### src/rtl/fp_noncomp_pipe.sv
// Non-computational FP lane: CLASSIFY, MINMAX and CMP over the enabled FP32/FP16/FP8/FP16ALT formats.
// Latency: NumPipeRegs cycles (0 = purely combinational, in_ready_o follows out_ready_i).
// Backpressure: valid/ready per stage; a stalled full pipe holds NumPipeRegs ops and drops in_ready_o.
// Ports: clk_i/rst_i (sync, active-high), flush_i; op_i/rnd_mode_i/fmt_i/op_a_i/op_b_i/tag_i with
//    in_valid_i/in_ready_o; result_o/status_o/tag_o with out_valid_o/out_ready_i; busy_o.
module fp_noncomp_pipe #(
   parameter logic [4:0]  FpFmtConfig  = 5'b10000,
   parameter int unsigned Width        = 32,
   parameter bit          EnableNanBox = 1'b1,
   parameter int unsigned NumPipeRegs  = 1,
   parameter int unsigned TagWidth     = 4
) (
   input  logic                clk_i,
   input  logic                rst_i,
   input  logic                flush_i,
   input  logic [3:0]          op_i,
   input  logic [2:0]          rnd_mode_i,
   input  logic [2:0]          fmt_i,
   input  logic [Width-1:0]    op_a_i,
   input  logic [Width-1:0]    op_b_i,
   input  logic [TagWidth-1:0] tag_i,
   input  logic                in_valid_i,
   output logic                in_ready_o,
   output logic [Width-1:0]    result_o,
   output logic [4:0]          status_o,
   output logic [TagWidth-1:0] tag_o,
   output logic                out_valid_o,
   input  logic                out_ready_i,
   output logic                busy_o
);

   localparam logic [3:0] OP_MINMAX   = 4'd7;
   localparam logic [3:0] OP_CMP      = 4'd8;
   localparam logic [3:0] OP_CLASSIFY = 4'd9;

   localparam logic [2:0] RM_RNE = 3'd0;
   localparam logic [2:0] RM_RTZ = 3'd1;
   localparam logic [2:0] RM_RDN = 3'd2;

   localparam logic [2:0] FMT_FP32    = 3'd0;
   localparam logic [2:0] FMT_FP64    = 3'd1;
   localparam logic [2:0] FMT_FP16    = 3'd2;
   localparam logic [2:0] FMT_FP8     = 3'd3;
   localparam logic [2:0] FMT_FP16ALT = 3'd4;

   localparam logic [4:0] ST_NV = 5'b10000;

   // Operands are zero-extended by 32 bits so fixed FP32 slices stay legal for any Width.
   localparam int unsigned XW = Width + 32;

   typedef struct packed {
      logic             sign;
      logic [30:0]      mag;         // exponent|mantissa, orders like an unsigned number
      logic             zero;
      logic             inf;
      logic             nan;
      logic             snan;
      logic             sub;
      logic             norm;
      logic [Width-1:0] boxed;       // operand as it would be returned by MINMAX
      logic [Width-1:0] qnan_boxed;  // canonical qNaN of this format
   } info_t;

   typedef struct packed {
      logic [Width-1:0]    res;
      logic [4:0]          st;
      logic [TagWidth-1:0] tag;
   } slot_t;

   // Config bit 4 is FP32, bit 0 is FP16ALT (format index counts from the MSB).
   function automatic logic fmt_enabled(input logic [2:0] fmt);
      logic en;
      case (fmt)
         FMT_FP32:    en = FpFmtConfig[4];
         FMT_FP64:    en = FpFmtConfig[3];
         FMT_FP16:    en = FpFmtConfig[2];
         FMT_FP8:     en = FpFmtConfig[1];
         FMT_FP16ALT: en = FpFmtConfig[0];
         default:     en = 1'b0;
      endcase
      return en;
   endfunction

   function automatic info_t decode(input logic [Width-1:0] op, input logic [2:0] fmt);
      info_t          r;
      logic [XW-1:0]  x;
      logic [XW-1:0]  rx;
      logic [XW-1:0]  qx;
      logic [31:0]    qnan;
      logic [31:0]    raw;
      int unsigned    fw;
      logic           box_ok;
      logic           e_ones;
      logic           e_zero;
      logic           m_zero;
      logic           m_msb;
      x = {32'b0, op};
      case (fmt)
         FMT_FP16:    begin fw = 16; qnan = 32'h0000_7E00; end
         FMT_FP8:     begin fw = 8;  qnan = 32'h0000_007E; end
         FMT_FP16ALT: begin fw = 16; qnan = 32'h0000_7FC0; end
         default:     begin fw = 32; qnan = 32'h7FC0_0000; end
      endcase
      // A narrow value not padded with ones above its width reads as canonical qNaN.
      box_ok = 1'b1;
      for (int unsigned i = 0; i < Width; i++) begin
         if (EnableNanBox && (i >= fw) && !op[i]) box_ok = 1'b0;
      end
      raw = box_ok ? x[31:0] : qnan;
      r   = '0;
      case (fmt)
         FMT_FP16: begin
            r.sign = raw[15]; e_ones = &raw[14:10]; e_zero = ~|raw[14:10];
            m_zero = ~|raw[9:0]; m_msb = raw[9]; r.mag = {16'b0, raw[14:0]};
         end
         FMT_FP8: begin
            r.sign = raw[7]; e_ones = &raw[6:2]; e_zero = ~|raw[6:2];
            m_zero = ~|raw[1:0]; m_msb = raw[1]; r.mag = {24'b0, raw[6:0]};
         end
         FMT_FP16ALT: begin
            r.sign = raw[15]; e_ones = &raw[14:7]; e_zero = ~|raw[14:7];
            m_zero = ~|raw[6:0]; m_msb = raw[6]; r.mag = {16'b0, raw[14:0]};
         end
         default: begin
            r.sign = raw[31]; e_ones = &raw[30:23]; e_zero = ~|raw[30:23];
            m_zero = ~|raw[22:0]; m_msb = raw[22]; r.mag = raw[30:0];
         end
      endcase
      r.nan  = e_ones && !m_zero;
      r.snan = e_ones && !m_zero && !m_msb;
      r.inf  = e_ones && m_zero;
      r.zero = e_zero && m_zero;
      r.sub  = e_zero && !m_zero;
      r.norm = !e_ones && !e_zero;
      rx = {{Width{1'b0}}, raw};
      qx = {{Width{1'b0}}, qnan};
      for (int unsigned i = 0; i < Width; i++) begin
         r.boxed[i]      = (i < fw) ? rx[i] : EnableNanBox;
         r.qnan_boxed[i] = (i < fw) ? qx[i] : EnableNanBox;
      end
      return r;
   endfunction

   function automatic logic [9:0] classmask(input info_t v);
      logic [9:0] m;
      if (v.nan)       m = v.snan ? 10'h100 : 10'h200;
      else if (v.inf)  m = v.sign ? 10'h001 : 10'h080;
      else if (v.norm) m = v.sign ? 10'h002 : 10'h040;
      else if (v.sub)  m = v.sign ? 10'h004 : 10'h020;
      else             m = v.sign ? 10'h008 : 10'h010;
      return m;
   endfunction

   info_t            a_dec;
   info_t            b_dec;
   logic             legal;
   logic             a_lt;       // total order, -0 below +0
   logic             both_zero;
   logic             eq;
   logic [Width-1:0] op_res;
   logic [4:0]       op_st;
   slot_t            in_dat;

   always_comb begin
      a_dec     = decode(op_a_i, fmt_i);
      b_dec     = decode(op_b_i, fmt_i);
      op_res    = '0;
      op_st     = '0;
      both_zero = a_dec.zero && b_dec.zero;
      eq        = both_zero || ((a_dec.sign == b_dec.sign) && (a_dec.mag == b_dec.mag));
      if (a_dec.sign != b_dec.sign) a_lt = a_dec.sign;
      else if (a_dec.sign)          a_lt = a_dec.mag > b_dec.mag;
      else                          a_lt = a_dec.mag < b_dec.mag;

      case (op_i)
         OP_MINMAX:   legal = (rnd_mode_i == RM_RNE) || (rnd_mode_i == RM_RTZ);
         OP_CMP:      legal = (rnd_mode_i == RM_RNE) || (rnd_mode_i == RM_RTZ) ||
                              (rnd_mode_i == RM_RDN);
         OP_CLASSIFY: legal = 1'b1;
         default:     legal = 1'b0;
      endcase
      legal = legal && fmt_enabled(fmt_i);

      if (!legal) begin
         op_st = ST_NV;
      end else begin
         case (op_i)
            OP_CLASSIFY: op_res[9:0] = classmask(a_dec);
            OP_MINMAX: begin
               if (a_dec.nan && b_dec.nan)   op_res = a_dec.qnan_boxed;
               else if (a_dec.nan)           op_res = b_dec.boxed;
               else if (b_dec.nan)           op_res = a_dec.boxed;
               else if (rnd_mode_i == RM_RNE) op_res = a_lt ? a_dec.boxed : b_dec.boxed;
               else                          op_res = a_lt ? b_dec.boxed : a_dec.boxed;
               op_st[4] = a_dec.snan || b_dec.snan;
            end
            OP_CMP: begin
               if (a_dec.nan || b_dec.nan) begin
                  // Ordered compares signal on any NaN, EQ only on signalling ones.
                  op_st[4] = (rnd_mode_i == RM_RDN) ? (a_dec.snan || b_dec.snan) : 1'b1;
               end else begin
                  case (rnd_mode_i)
                     RM_RNE:  op_res[0] = (a_lt && !both_zero) || eq;
                     RM_RTZ:  op_res[0] = a_lt && !both_zero;
                     default: op_res[0] = eq;
                  endcase
               end
            end
            default: op_st = ST_NV;
         endcase
      end
      in_dat = {op_res, op_st, tag_i};
   end

   generate
      if (NumPipeRegs == 0) begin : g_comb
         assign in_ready_o  = out_ready_i | flush_i;
         assign out_valid_o = in_valid_i;
         assign result_o    = in_dat.res;
         assign status_o    = in_dat.st;
         assign tag_o       = in_dat.tag;
         assign busy_o      = 1'b0;
      end else begin : g_pipe
         localparam int unsigned N = NumPipeRegs;

         logic [N-1:0] vld;
         slot_t        dat [N];
         logic [N-1:0] rdy;      // stage k may load this cycle
         logic [N-1:0] nxt_vld;
         slot_t        nxt_dat [N];

         // Ready ripples back from the output: a stage loads if empty or if its successor loads.
         always_comb begin : p_rdy
            logic r;
            r   = out_ready_i;
            rdy = '0;
            for (int k = int'(N) - 1; k >= 0; k--) begin
               r      = !vld[k] || r;
               rdy[k] = r;
            end
         end

         for (genvar k = 0; k < N; k++) begin : g_nxt
            if (k == 0) begin : g_first
               assign nxt_vld[k] = in_valid_i;
               assign nxt_dat[k] = in_dat;
            end else begin : g_rest
               assign nxt_vld[k] = vld[k-1];
               assign nxt_dat[k] = dat[k-1];
            end
         end

         always_ff @(posedge clk_i) begin
            if (rst_i) begin
               vld <= '0;
               for (int k = 0; k < int'(N); k++) dat[k] <= '0;
            end else begin
               for (int k = 0; k < int'(N); k++) begin
                  if (rdy[k]) begin
                     vld[k] <= nxt_vld[k];
                     if (nxt_vld[k]) dat[k] <= nxt_dat[k];
                  end
               end
               if (flush_i) vld <= '0;
            end
         end

         assign in_ready_o  = rdy[0] | flush_i;
         assign out_valid_o = vld[N-1];
         assign result_o    = dat[N-1].res;
         assign status_o    = dat[N-1].st;
         assign tag_o       = dat[N-1].tag;
         assign busy_o      = |vld;
      end
   endgenerate

endmodule

### config.mk
export PLATFORM = sky130hd
export DESIGN_NAME = fp_noncomp_pipe
export DESIGN_NICKNAME = d
export VERILOG_FILES = /design/src/rtl/fp_noncomp_pipe.sv
export SDC_FILE = /design/constraint.sdc
export NUM_CORES = 1
export LEC_CHECK = 0
export ABC_AREA = 1
export CAP_MARGIN = 0
export CELL_PAD_IN_SITES_DETAIL_PLACEMENT = 0
export CELL_PAD_IN_SITES_GLOBAL_PLACEMENT = 2
export CORE_MARGIN = 4
export CORE_UTILIZATION = 29
export CTS_BUF_LIST = sky130_fd_sc_hd__clkbuf_8
export DETAILED_ROUTE_END_ITERATION = 6
export PLACE_DENSITY_LB_ADDON = 0.1
export SYNTH_ARGS = -nofsm -noshare
export SYNTH_HDL_FRONTEND = slang
export SYNTH_SLANG_ARGS = --single-unit
### constraint.sdc
create_clock -name clk_i -period 11.6 [get_ports clk_i]
set_input_delay 2.32 -clock clk_i [delete_from_list [all_inputs] [get_ports clk_i]]
set_output_delay 2.32 -clock clk_i [all_outputs]
set_load 0.01 [all_outputs]
After elaboration in Yosys (flattened, before gate mapping)
Memory sizes are Yosys's and may differ from the RTL's.
Cells that the tools add are included.

operators by class
  $add $sub $neg = 0
  mux-type cells = 211
  reduce and logical (&&, ||, !) cells = 202
  div/mod/pow operators = 0
  bitwise gates (word level) = 1
  $mul = 0
  order comparisons = 66
  equal/unequal tests = 11
  shifts and indexed selects = 0

operator list
  cell                                                                                  number
  5-bit by 32-bit greater-or-equal comparator with 1-bit output (first input constant)  16
  5-bit by 32-bit < comparator with 1-bit output (first input constant)                 16
  32-bit 2-to-1 mux                                                                     9
  4-bit by 32-bit greater-or-equal comparator with 1-bit output (first input constant)  8
  4-bit by 32-bit < comparator with 1-bit output (first input constant)                 8
  1-bit 2-to-1 mux                                                                      173
  3-bit by 32-bit greater-or-equal comparator with 1-bit output (first input constant)  4
  3-bit by 32-bit < comparator with 1-bit output (first input constant)                 4
  32-bit one-hot mux with 2 select lines                                                2
  31-bit one-hot mux with 3 select lines                                                1
  1-bit zero test                                                                       88
  1-bit logical AND                                                                     78
  1-bit by 32-bit greater-or-equal comparator with 1-bit output (first input constant)  2
  2-bit by 32-bit greater-or-equal comparator with 1-bit output (first input constant)  2
  1-bit by 32-bit < comparator with 1-bit output (first input constant)                 2
  2-bit by 32-bit < comparator with 1-bit output (first input constant)                 2
  23-bit OR reduction                                                                   2
  41-bit 2-to-1 mux                                                                     1
  41-bit OR reduction                                                                   1
  10-bit 2-to-1 mux                                                                     4
  1-bit one-hot mux with 3 select lines                                                 11
  8-bit AND reduction                                                                   4
  8-bit OR reduction                                                                    4
  31-bit equality test                                                                  1
  other kinds (25)                                                                      48

word-level totals
  output and inout port bits = 44
  memories kept = 1
  flip-flop bits (word level) = 1
  logic and storage cells = 493
  bits in writable memories = 41
  bits in latches = 0
  memory bits (read-only) = 0
  bits of input ports = 83

memory list
  name        words  bits a word  read ports  clocked after memory_dff  write ports  RTL line  RTL
  g_pipe.dat  1      41           1           0                         1            227       slot_t dat [N];

Logic depth before layout (Yosys ltp)
  depth in word-level cells = 51
  gate-level depth with buffers = 39
  mapped depth without buffers = 36

Worst setup path before layout
Ideal clock, no wire load.

  path type = input -> register
  start point = input port fmt_i[1]
  end point = memory g_pipe.dat[0][32] (netlist bit), data pin
  data required time = 11.330 ns
  path buffers = 5
  cell stages on the path = 34
  arrival time = 6.134 ns
  library setup time = 0.270 ns
  slack = 5.196 ns
  path through = nor2_1 > nand2_1 > nand2_2 > inv_1 > ha_1 > buf_2 > inv_1 > nor2_4 > nand2_4 > nand4_4 > buf_4 > buf_2 > o21ai_0 > nor2_1 > ha_1 > nand2_1 > inv_1 > nand3_1 > nor2_1 > nand2_1 > nor2_1 > nand2_1 > a21oi_1 > nand3_1 > nand2_1 > nand3_1 > nand3_1 > nand3_2 > nand2_4 > buf_6 > buf_6 > nand3_1 > nand3_1 > a21oi_1

between the ends
  longest elaborated chain between the ends = 50
  elaborated cells on any way between the ends = 224
  those cells by class = 35 x order compare; 4 x eq/ne; 89 x mux; 96 x reduce/logical

ends and longest elaborated chain
  element                                                                                       RTL line  RTL
  start, declared                                                                               18        input logic [2:0] fmt_i,
  3-bit equality test / 3-bit by 2-bit equality test with 1-bit output (equally long branches)  98, 111
  2-bit OR reduction (no line)                                                                  -
  6-bit one-hot mux with 2 select lines                                                         98        case (fmt)
  1-bit by 32-bit greater-or-equal comparator with 1-bit output                                 107       if (EnableNanBox && (i >= fw) && !op[i]) box_ok = 1'b0;
  1-bit logical AND                                                                             107
  1-bit 2-to-1 mux (32 in a row)                                                                107
  32-bit 2-to-1 mux                                                                             109       raw = box_ok ? x[31:0] : qnan;
  32-bit one-hot mux with 2 select lines                                                        111       case (fmt)
  [3 not listed]                                                                                -
  32-bit 2-to-1 mux (on tied branches)                                                          194, 193
  32-bit 2-to-1 mux                                                                             193       else if (rnd_mode_i == RM_RNE) op_res = a_lt ? a_dec.boxed : b_dec.boxed;
  32-bit 2-to-1 mux                                                                             192       else if (b_dec.nan) op_res = a_dec.boxed;
  32-bit 2-to-1 mux                                                                             191       else if (a_dec.nan) op_res = b_dec.boxed;
  32-bit 2-to-1 mux                                                                             190       if (a_dec.nan && b_dec.nan) op_res = a_dec.qnan_boxed;
  22-bit 2-to-1 mux                                                                             187       case (op_i)
  32-bit 2-to-1 mux (*)                                                                         184       if (!legal) begin
  41-bit 2-to-1 mux (no line) (*)                                                               -
  end, declared                                                                                 227

Every way passes the cells marked *; elsewhere a longest branch is shown, timed or not.

Worst setup path in the final report
  start point = input port fmt_i[2]
  end point = memory g_pipe.dat[0][20] (netlist bit), data pin

The elaborated chain is that of the path after synthesis.

==> results.yml <==
drt:
  highest_layer: "met4"
  wl_mm: 20.77
  route.met2.wl_mm: 8.205
  initialDrtViolationCount: 434
  dr.pass1.iters: 7
  wl_met3_mm: 1.462
  routed_via_density: 4.941
  via_count: 5974
  avgRoutedWirePerCell_um: 17.18
  antenna_left: 0
  met1Wirelength_mm: 10.50
  drc: 0
logic_synthesis:
  synth.distinct_cells: 44
  synth.area.top_cells: "edfxtp_1, nand2_1, nand3_1"
  netlist.area_leader.share_pct: 21.16
  synthCells: 875
  yosysTopAreaCell: "edfxtp_1"
  ys_ff_latch: 38
  yosysWarnings: 0
  netlist_area_sq_um: 5250
  avgSynthCellArea_sq_um: 6.000
  seq_area_frac_synth_pct: 21.54
timing:
  fin_crit_ns: 8.479
  relSlewSlack_pct: 36.73
  hold_viol_final: 0
  maxSlewViolCount: 0
  tightest_slew_ns: 0.9462
  timing.final.crit_share_pct: 73.09
  max_freq_mhz: 117.9
  rsz0062_at_grt: "no"
  fin_setup_tns_ns: 0
  setup_violations: 0
  finClkSkew_ns: 0.002643
run_status:
  status: "complete, no violations"
pwr:
  p_int_w: 0.0003422
  power.leakage_nw: 3.208
  p_comb_share_pct: 63.3
  pwr_density_cell_nw_per_um2: 99.76
  p_clk_share_pct: 12.9
  p_sw_share_pct: 48.72
  ir_drop_v: 0.00005597
  switchingPower_w: 0.0003251
  p_seq_share_pct: 23.8
global_route:
  grt_pass1_wl_mm: 31.52
  grt_max_degree: 40
  grt_overflow: 0
  antenna_found_initial: 0
  grt_usage_pct: 19.92
  grt_pass1_vias: 5635
floorplan:
  dieHeight_um: 142.6
  core_area_sq_um: 17540
  die_area_sq_um: 20320
  pin_count: 127
  rows: 48
  start_util_pct: 29.94
  die_w_um: 142.6
critical_path:
  critPathMaxFanout: 39
  crit_arrival_ns: 8.49
  max_stage_delay_ns: 0.74
  cp_common_cell: "nand2_1"
  crit_path_end_kind: "register"
  required_ns: 11.62
  setup.worst_path.start_class: "input port"
  critPathKind: "input port to register"
  worst_path_max_delay_cell: "nand4_1"
clock_tree:
  cts_max_path_buffers: 2
  cts_resized: 0
  post-cts-setup-buffers: 0
  root_buffer: "clkbuf_8"
  cts.sinks: 38
  clk_latency_ns: 0.29
  htree_levels: 2
  cts_made_buffers: 5
  clk_pin_slew_ns: 0.07
  cts_tree: "done"
  holdBufCountCts: 0
layout:
  drive_gt1_share_pct: 6.911
  final_common_cell: "nand2_1"
  stdcell_area_sq_um: 6689
  multi_input_area_sq_um: 3518
  n_fill_cell: 1974
  area_growth_pct: 27.41
  nets: 1099
  seq_area_sq_um: 1131
  final_cell_mix: "nand2_1, clkdlybuf4s50_1, nor2_1"
  diodes: 0
placed_design:
  hpwl_mm: 17.37
  place_area_sq_um: 6606
  gp_congestion: 0.9272
  io_buffers: 122
job:
  drv_cap: 0
min_path:
  hp-class: "register to register"
-- power by group through the flow --
stage          sequential (W)  clock [W]  combinational (W)
4_1_cts              0.000159  0.0000908           0.000419
3_5_place_dp         0.000162          0           0.000417
6_report             0.000159  0.0000859           0.000423
3_3_place_gp         0.000162          0           0.000425
5_1_grt              0.000160  0.0000948           0.000472
2_1_floorplan        0.000166          0           0.000283
-- path summary, 6_finish.rpt --
check                      endpoint     start  cells after the start  slack (ns)
setup / recovery  g_pipe.dat[0][20]  fmt_i[2]                     32        3.12
hold / removal               busy_o    busy_o                      2        0.53
setup reg to reg  g_pipe.dat[0][17]    busy_o                     11        9.27
hold reg to reg              busy_o    busy_o                      2        0.53
-- cells in the mapped netlist, drive strengths merged --
| library cell | instances |
|---|---|
| nor3 | 10 |
| nand2 | 281 |
| buf | 20 |
| o2111ai | 1 |
| o22ai | 2 |
| o21ai | 42 |
| nand3b | 4 |
| edfxtp | 37 |
| o41ai | 1 |
| or2 | 4 |
| dfxtp | 1 |
| nor2 | 121 |
| a31o | 1 |
| nor4 | 3 |
| a31oi | 1 |
| clkbuf | 7 |
| a21boi | 1 |
| nand3 | 92 |
| a21o | 2 |
| a21oi | 67 |
| o211ai | 1 |
| o31ai | 1 |
| a221oi | 1 |
| ha | 33 |
| conb | 1 |
| inv | 113 |
| o21a | 2 |
| clkinv | 2 |
| a211oi | 1 |
| nand4 | 22 |
-- registers in the layout, indices dropped and copies added, names as in the netlist --
name and cells:
busy_o 1, g_pipe.dat 37
-- through the flow --
step	cells	total power, W	util [%]	hold slack, ns	setup WS (ns)
floorplan	878	0.0004489	-	0.5342	5.196
global placement	1201	0.0005870	37.67	0.5350	2.992
detailed placement	1201	0.0005794	37.67	0.5189	2.825
CTS	1209	0.0006687	38.14	0.5346	3.142
global route	1209	0.0007264	38.14	0.5939	2.399
finish	1209	0.0006673	38.14	0.5323	3.121
-- critical path: cells and delay by family --
kind / cells / cell delay [ns]
adder cells (fa/ha/maj): 2 / 0.62
AO/OA/AOI/OAI: 4 / 0.54
AND/OR/NAND/NOR: 21 / 3.58
buffers and inverters: 5 / 1.38
-- area by class of cell --
| cell class | count | area share [%] |
|---|---|---|
| multi-input cells | 698 | 52.60 |
| repair buffers | 125 | 18.59 |
| flip-flops and latches | 38 | 16.91 |
| inverters | 115 | 6.453 |
| well taps | 225 | 4.209 |
| clock buffers | 5 | 1.029 |
| clock inverters | 3 | 0.2058 |
-- logic make-up (layout without fill, tap and decap cells) --
| family | Yosys count | after routing | share of synthesized area, % |
|---|---|---|---|
| buffers and inverters | 142 | 248 | 11.65 |
| flip-flops | 38 | 38 | 21.54 |
| adder cells (fa/ha/maj) | 33 | 33 | 7.865 |
| other | 1 | 4 | 0.07143 |
| AO/OA/AOI/OAI | 124 | 124 | 13.13 |
| AND/OR/NAND/NOR | 537 | 537 | 45.73 |
-- metal layers --
layer  track usage (%)  vias up
li1                  -     3080
met5                 0        -
met4             6.653        0
met2             29.01      227
met1             29.61     2631
met3             3.360       36
(Power assumes the default switching activity.)
